**src/rtl/winddir_avg_pkg.sv**
```systemverilog
// Shared constants and FSM state type for the wind-direction circular averager.
// Angles are signed degrees with 10 fractional bits.
package winddir_avg_pkg;

    localparam int ANGLE_W = 19;
    localparam int FRAC_W  = 10;
    localparam int DEG180  = 184320;
    localparam int DEG360  = 368640;

    typedef enum logic [1:0] {
        ST_ACC  = 2'd0,
        ST_FOLD = 2'd1,
        ST_OUT  = 2'd2
    } state_t;

endpackage

```
**src/rtl/winddir_avg_if.sv**
```systemverilog
// Sample/result bus of winddir_avg. The spread port exists only when
// WINDDIR_AVG_SPREAD_EN is defined.
interface winddir_avg_if;
    import winddir_avg_pkg::*;

    logic                      enable;
    logic                      clear;
    logic signed [ANGLE_W-1:0] angle_in;
    logic                      angle_valid;
    logic [ANGLE_W-1:0]        dir_out;
    logic                      dir_valid;
    logic                      busy;
    logic                      overrun;
`ifdef WINDDIR_AVG_SPREAD_EN
    logic [ANGLE_W-1:0]        spread;

    modport master (output enable, clear, angle_in, angle_valid,
                    input  dir_out, dir_valid, busy, overrun, spread);
    modport slave  (input  enable, clear, angle_in, angle_valid,
                    output dir_out, dir_valid, busy, overrun, spread);
`else
    modport master (output enable, clear, angle_in, angle_valid,
                    input  dir_out, dir_valid, busy, overrun);
    modport slave  (input  enable, clear, angle_in, angle_valid,
                    output dir_out, dir_valid, busy, overrun);
`endif

endinterface

```
**src/rtl/winddir_avg_angle_fold.sv**
```systemverilog
// angle_fold: combinational wrap of a signed angle into [LO, LO+360 deg),
// correcting by at most one full turn.
module winddir_avg_angle_fold
    import winddir_avg_pkg::*;
#(
    parameter int W  = 20,
    parameter int LO = 0
) (
    input  logic signed [W-1:0] i_angle,
    output logic signed [W-1:0] o_angle
);

    localparam logic signed [W-1:0] LO_C   = W'(LO);
    localparam logic signed [W-1:0] HI_C   = W'(LO + DEG360);
    localparam logic signed [W-1:0] SPAN_C = W'(DEG360);

    always_comb begin
        o_angle = i_angle;
        if (i_angle >= HI_C) begin
            o_angle = i_angle - SPAN_C;
        end else if (i_angle < LO_C) begin
            o_angle = i_angle + SPAN_C;
        end
    end

endmodule

```
**src/rtl/winddir_avg.sv**
```systemverilog
// Circular mean of N = 2^LOG2N wind-direction samples, using deviations from the
// first sample of each window. Optional spread tracker: WINDDIR_AVG_SPREAD_EN.
module winddir_avg
    import winddir_avg_pkg::*;
#(
    parameter int LOG2N = 3
) (
    input  logic          i_clk,
    input  logic          i_rst_n,
    winddir_avg_if.slave  io_bus
);

    localparam int DEV_W = ANGLE_W + 1;
    localparam int ACC_W = 20 + LOG2N;
    localparam int CNT_W = LOG2N + 1;
    localparam logic [CNT_W-1:0] LAST_CNT = CNT_W'((1 << LOG2N) - 1);

    state_t                    r_state;
    logic [CNT_W-1:0]          r_cnt;
    logic signed [ACC_W-1:0]   r_sum;
    logic signed [ANGLE_W-1:0] r_ref;
    logic [ANGLE_W-1:0]        r_mean;
    logic [ANGLE_W-1:0]        r_dir_out;
    logic                      r_dir_valid;
    logic                      r_busy;
    logic                      r_overrun;

    logic                      w_first;
    logic                      w_accept;
    logic signed [ANGLE_W-1:0] w_ref_eff;
    logic signed [DEV_W-1:0]   w_dev_raw;
    logic signed [DEV_W-1:0]   w_dev;
    logic signed [ACC_W-1:0]   w_sum_next;
    logic signed [DEV_W-1:0]   w_sum_avg;
    logic signed [DEV_W-1:0]   w_mean_raw;
    logic signed [DEV_W-1:0]   w_mean;

    assign w_first  = (r_cnt == '0);
    assign w_accept = io_bus.enable && io_bus.angle_valid && !io_bus.clear
                      && (r_state == ST_ACC);

    // The first sample of a window is its own reference, so its deviation is 0.
    assign w_ref_eff = w_first ? io_bus.angle_in : r_ref;
    assign w_dev_raw = {io_bus.angle_in[ANGLE_W-1], io_bus.angle_in}
                     - {w_ref_eff[ANGLE_W-1], w_ref_eff};

    winddir_avg_angle_fold #(.W(DEV_W), .LO(-DEG180)) u_dev_fold (
        .i_angle (w_dev_raw),
        .o_angle (w_dev)
    );

    assign w_sum_next = (w_first ? ACC_W'(0) : r_sum) + ACC_W'(w_dev);

    // Arithmetic shift floors the mean deviation toward minus infinity.
    assign w_sum_avg  = DEV_W'(r_sum >>> LOG2N);
    assign w_mean_raw = {r_ref[ANGLE_W-1], r_ref} + w_sum_avg;

    winddir_avg_angle_fold #(.W(DEV_W), .LO(0)) u_mean_fold (
        .i_angle (w_mean_raw),
        .o_angle (w_mean)
    );

`ifdef WINDDIR_AVG_SPREAD_EN
    logic [ANGLE_W-1:0] r_spread;
    logic [ANGLE_W-1:0] r_spread_max;
    logic [ANGLE_W-1:0] w_dev_abs;

    assign w_dev_abs = ANGLE_W'(w_dev[DEV_W-1] ? -w_dev : w_dev);

    always_ff @(posedge i_clk or negedge i_rst_n) begin
        if (!i_rst_n) begin
            r_spread_max <= '0;
            r_spread     <= '0;
        end else if (io_bus.clear) begin
            r_spread_max <= '0;
        end else if (w_accept) begin
            if (w_first || (w_dev_abs > r_spread_max)) begin
                r_spread_max <= w_dev_abs;
            end
        end else if ((r_state == ST_OUT) && io_bus.enable) begin
            r_spread <= r_spread_max;
        end
    end

    assign io_bus.spread = r_spread;
`endif

    always_ff @(posedge i_clk or negedge i_rst_n) begin
        if (!i_rst_n) begin
            r_state     <= ST_ACC;
            r_cnt       <= '0;
            r_sum       <= '0;
            r_ref       <= '0;
            r_mean      <= '0;
            r_dir_out   <= '0;
            r_dir_valid <= 1'b0;
            r_busy      <= 1'b0;
            r_overrun   <= 1'b0;
        end else begin
            r_dir_valid <= 1'b0;
            if (io_bus.clear) begin
                r_state   <= ST_ACC;
                r_busy    <= 1'b0;
                r_cnt     <= '0;
                r_sum     <= '0;
                r_ref     <= '0;
                r_overrun <= 1'b0;
            end else begin
                if (io_bus.enable && io_bus.angle_valid && (r_state != ST_ACC)) begin
                    r_overrun <= 1'b1;
                end
                case (r_state)
                    ST_ACC: begin
                        if (w_accept) begin
                            r_sum <= w_sum_next;
                            if (w_first) begin
                                r_ref <= io_bus.angle_in;
                            end
                            if (r_cnt == LAST_CNT) begin
                                r_cnt   <= '0;
                                r_state <= ST_FOLD;
                                r_busy  <= 1'b1;
                            end else begin
                                r_cnt <= r_cnt + CNT_W'(1);
                            end
                        end
                    end
                    ST_FOLD: begin
                        if (io_bus.enable) begin
                            r_mean  <= ANGLE_W'(w_mean);
                            r_state <= ST_OUT;
                        end
                    end
                    ST_OUT: begin
                        if (io_bus.enable) begin
                            r_dir_out   <= r_mean;
                            r_dir_valid <= 1'b1;
                            r_state     <= ST_ACC;
                            r_busy      <= 1'b0;
                        end
                    end
                    default: begin
                        r_state <= ST_ACC;
                        r_busy  <= 1'b0;
                    end
                endcase
            end
        end
    end

    assign io_bus.dir_out   = r_dir_out;
    assign io_bus.dir_valid = r_dir_valid;
    assign io_bus.busy      = r_busy;
    assign io_bus.overrun   = r_overrun;

endmodule

```
**src/flat_wrapper.sv**
```systemverilog
// flat-port wrapper written by rule: the top's interface ports become plain ports
module winddir_avg_flat import winddir_avg_pkg::*;
#(
    parameter int LOG2N = 3
)
  (i_clk, i_rst_n, io_bus_enable, io_bus_clear, io_bus_angle_in, io_bus_angle_valid, io_bus_dir_out, io_bus_dir_valid, io_bus_busy, io_bus_overrun);
  winddir_avg_if io_bus_i ();
  input  logic i_clk;
  input  logic i_rst_n;
  input wire logic [$bits(io_bus_i.enable)-1:0] io_bus_enable;
  input wire logic [$bits(io_bus_i.clear)-1:0] io_bus_clear;
  input wire logic [$bits(io_bus_i.angle_in)-1:0] io_bus_angle_in;
  input wire logic [$bits(io_bus_i.angle_valid)-1:0] io_bus_angle_valid;
  output wire logic [$bits(io_bus_i.dir_out)-1:0] io_bus_dir_out;
  output wire logic [$bits(io_bus_i.dir_valid)-1:0] io_bus_dir_valid;
  output wire logic [$bits(io_bus_i.busy)-1:0] io_bus_busy;
  output wire logic [$bits(io_bus_i.overrun)-1:0] io_bus_overrun;
  assign io_bus_i.enable = io_bus_enable;
  assign io_bus_i.clear = io_bus_clear;
  assign io_bus_i.angle_in = io_bus_angle_in;
  assign io_bus_i.angle_valid = io_bus_angle_valid;
  assign io_bus_dir_out = io_bus_i.dir_out;
  assign io_bus_dir_valid = io_bus_i.dir_valid;
  assign io_bus_busy = io_bus_i.busy;
  assign io_bus_overrun = io_bus_i.overrun;
  winddir_avg #(.LOG2N(LOG2N)) u_core (.i_clk(i_clk), .i_rst_n(i_rst_n), .io_bus(io_bus_i));
endmodule
```
**config.mk**
```make
export PLATFORM = sky130hd
export DESIGN_NAME = winddir_avg_flat
export DESIGN_NICKNAME = d
export VERILOG_FILES = /design/src/rtl/winddir_avg_pkg.sv /design/src/rtl/winddir_avg_if.sv /design/src/rtl/winddir_avg_angle_fold.sv /design/src/rtl/winddir_avg.sv /design/src/flat_wrapper.sv
export SDC_FILE = /design/constraint.sdc
export NUM_CORES = 1
export LEC_CHECK = 0
export CAP_MARGIN = 15
export CORE_AREA = 5 5 171 91
export DETAILED_ROUTE_END_ITERATION = 10
export DIE_AREA = 0 0 176 96
export PLACE_DENSITY = 0.76
export SLEW_MARGIN = 40
export SYNTH_ARGS = -nofsm -noshare
export SYNTH_HDL_FRONTEND = slang
export SYNTH_SLANG_ARGS = --single-unit
```
**constraint.sdc**
```tcl
create_clock -name i_clk -period 5.5 [get_ports i_clk]
set_clock_uncertainty 0.15 [all_clocks]
set_input_delay 0.55 -clock i_clk [delete_from_list [all_inputs] [get_ports i_clk]]
set_output_delay 0.55 -clock i_clk [all_outputs]
set_load 0.03 [all_outputs]
```
==> reports/results.tsv <==
stage	metric	value	unit
clock_tree	TritonCTS Buffers	9	
power	Logic pwr share	54.7	%
worst_setup_path	slowest CP cell	dfrtp_1	
power	internal power	0.001797	W
sta	fmax	173.4	MHz
clock_tree	Sink Count	89	
power	static leakage	4.561	nW
final_layout	fillers	1083	
drt	wire per inst	18.02	µm
worst_setup_path	CP startpoint kind	register	
drt	first-pass iteration count of the detailed router	6	
placed_design	pre-CTS setup slack	-0.4766	ns
sta	Final Hold Fails	0	
drt	wirelength, routed	21530	µm
clock_tree	clock-pin slew on the worst setup and hold paths	0.07	ns
yosys	synthesized net count	948	
die	# IOs	46	
yosys	#FFs+latches synth	89	
power	Clock Power Share	21.2	%
clock_tree	Root Buffer	clkbuf_16	
yosys	synthesized area	0.007407	mm²
clock_tree	H-tree depth	3	
global_route	antenna violations before repair	0	
worst_setup_path	WP data arrival	5.84	ns
worst_setup_path	CP top delay family	simple AND/OR/NAND/NOR gates	
die	Core Area	0.01396	mm²
power	overall power	0.002997	W
final_layout	ant diodes	0	
sta	Worst Tran Pin Value	0.8765	ns
final_layout	fraction of layout cells with a size suffix above 1	24.06	%
yosys	top_reg_cell synth	dfrtp_1	
sta	Final setup viols	7	
hold_path	Hold Path Class	reg2reg	
sta	Fin Hold WS	0.3385	ns
sta	RSZ-0062 raised after global routing	true	
global_route	GRT Resource Usage Total	25.65	%
global_route	vias in the first global route	7057	
worst_setup_path	Setup crit end kind	register	
yosys	Mapped Cells	854	
placed_design	placed insts	1144	
outcome	outcome	finished with violations	
die	Die Height	96	µm
sta	Final Max Slew Viols	0	
worst_setup_path	Worst Path Max Fanout	5	
die	die span in x	176	µm
global_route	gr ovfl total	0	
drt	Routed Antenna Nets	0	
worst_setup_path	most frequent CP cell	buf_4	
worst_setup_path	crit path kind	reg2reg	
yosys	synth unique cells	72	
global_route	largest net degree at the start of global routing	72	
placed_design	DP HPWL	15050	µm
power	Seq pwr share	24.1	%
outcome	failing checks	setup timing	
sta	Rel. slew slack	40.06	%
sta	fin crit period	5.766	ns
yosys	synthesized area per cell	8.673	µm²
sta	final worst slack	-0.2660	ns
drt	DR iter-0 viols	728	
placed_design	I/O Buffers	45	
drt	Via density	5.950	
die	Starting Density	53.05	%
power	Sw Share	40.04	%
worst_setup_path	WP data required	5.57	ns
worst_setup_path	CP Buf/Inv Count	5	
power	net load switching power	0.001200	W
power	pwr dens	311.8	mW/mm²
yosys	ys async rst share	100.0	%
global_route	first-pass GRT wire length	35250	µm
sta	setup TNS	-1.341	ns
drt	DRC viols	0	
sta	Final period util	104.8	%
run	Max Cap Viol	0	
drt	via count	7110	
final_layout	Post-Layout Cell Count	1195	
yosys	Synth warnings	0	
final_layout	fin nets	1103	
final_layout	Layout area overhead	29.78	%
clock_tree	CTS max path bufs	2	
power	Worst VDD drop	0.0002155	V
clock_tree	Worst-Skew Late Latency	0.36	ns
clock_tree	CTS tree	built	
die	die area	0.01690	mm²
yosys	number of synthesized flops with an enable pin	0	
die	Core Rows	31	
worst_setup_path	largest stage delay on the critical path	0.39	ns
yosys	register area share after synthesis	30.07	%
placed_design	Placer Congestion	0.9898	
flip-flops by register name, indices dropped and copies added (netlist names):
register	flops
u_core.r_mean	19
u_core.r_ref	19
u_core.r_state	2
u_core.io_bus.overrun	1
u_core.r_cnt	4
u_core.io_bus.busy	1
u_core.r_sum	23
u_core.io_bus.dir_out	19
u_core.io_bus.dir_valid	1
cells by family after synthesis:
group	synth area share, %
buf+inv	3.057
compound gates	22.33
mux	5.693
xor+xnor	6.858
flops	30.07
fa+ha+maj	12.13
simple gates	19.87
area by class of cell:
cell class,instances,area [µm²],share of cell area [%]
repair buffers,175,1448,15.06
clock buffers,9,225.2,2.343
inverters,28,107.6,1.119
flip-flops and latches,89,2227,23.17
clock inverters,7,68.82,0.7159
well taps,181,226.5,2.356
multi-input cells,706,5310,55.24
power by group through the flow:
stage / registers [W] / logic (W) / clock network, W
floorplan: 0.000721 / 0.000914 / 0
global placement: 0.000732 / 0.00135 / 0
detailed placement: 0.000732 / 0.00138 / 0
CTS: 0.000721 / 0.00151 / 0.000640
global route: 0.000726 / 0.00178 / 0.000663
finish: 0.000723 / 0.00164 / 0.000635
per-stage QoR:
step	cell area [µm²]	utilization, %
after floorplan	7476	-
after global placement	8730	62.52
after detailed placement	8742	62.61
after CTS	9417	67.44
after global routing	9613	68.84
final	9613	68.84
layout by cell type, fill, tap and decap left out, types with 5 or more instances in the layout:
cell type	n
buf_4	124
nand2_1	89
dfrtp_1	89
nor2_1	63
ha_1	62
a21oi_1	59
clkdlybuf4s50_1	43
o21ai_0	42
a211oi_1	30
a21o_1	28
nor2b_1	28
xnor2_1	26
inv_1	23
xor2_1	20
mux2_2	20
nand2b_1	17
o21a_1	16
nor3_1	14
mux2i_1	13
nand3_1	13
and3_1	11
o211ai_1	9
or3_1	9
clkbuf_16	9
a21oi_2	7
a31oi_1	7
nand4_1	7
nand3_2	6
o31ai_1	5
a211o_1	5
and2_1	5
buf_6	5
metal layers:
metal / share of wire (%) / global-route usage (%)
met5: 0 / 0
met4: 1.4 / 6.939
met3: 6.5 / 5.573
met2: 43 / 39.76
met1: 49 / 36.60
final timing paths:
check	start	end	slack [ns]	depth (start not counted)
worst max-delay path	u_core.r_cnt[1]	u_core.r_sum[22]	-0.27	29
worst min-delay path	u_core.r_mean[15]	u_core.r_mean[15]	0.34	2
worst max register to register	u_core.r_cnt[1]	u_core.r_sum[22]	-0.27	29
worst min register to register	u_core.r_mean[15]	u_core.r_mean[15]	0.34	2
max in group asynchronous	i_rst_n	u_core.io_bus.dir_out[17]	3.77	3
min in group asynchronous	i_rst_n	u_core.r_ref[5]	0.46	2
cells in the mapped netlist, drive strengths merged (28+ instances only):
master	instances	area (µm²)
dfrtp	89	2227
nor2b	28	175.2
ha	67	838.3
xnor2	31	305.3
a211oi	32	240.2
inv	28	107.6
nand2	92	352.8
nor2	65	246.5
o21ai	47	246.5
a21oi	69	364.1
clkbuf	29	108.9
a21o	28	210.2
tightest hold or removal path: stages (launching register included):
cell	delay [ns]
dfrtp_1	0.34
nand2_1	0.04
o21ai_0	0.07
timing repair:
action                                  CTS  global route
gates resized for setup                  39            23
buffers inserted                         24            10
hold endpoints to repair                 18             0
endpoints found under the setup margin    7             9
pin swaps                                48            27
hold buffers                              1             0
Note: power is estimated with default switching activity, not from simulation.
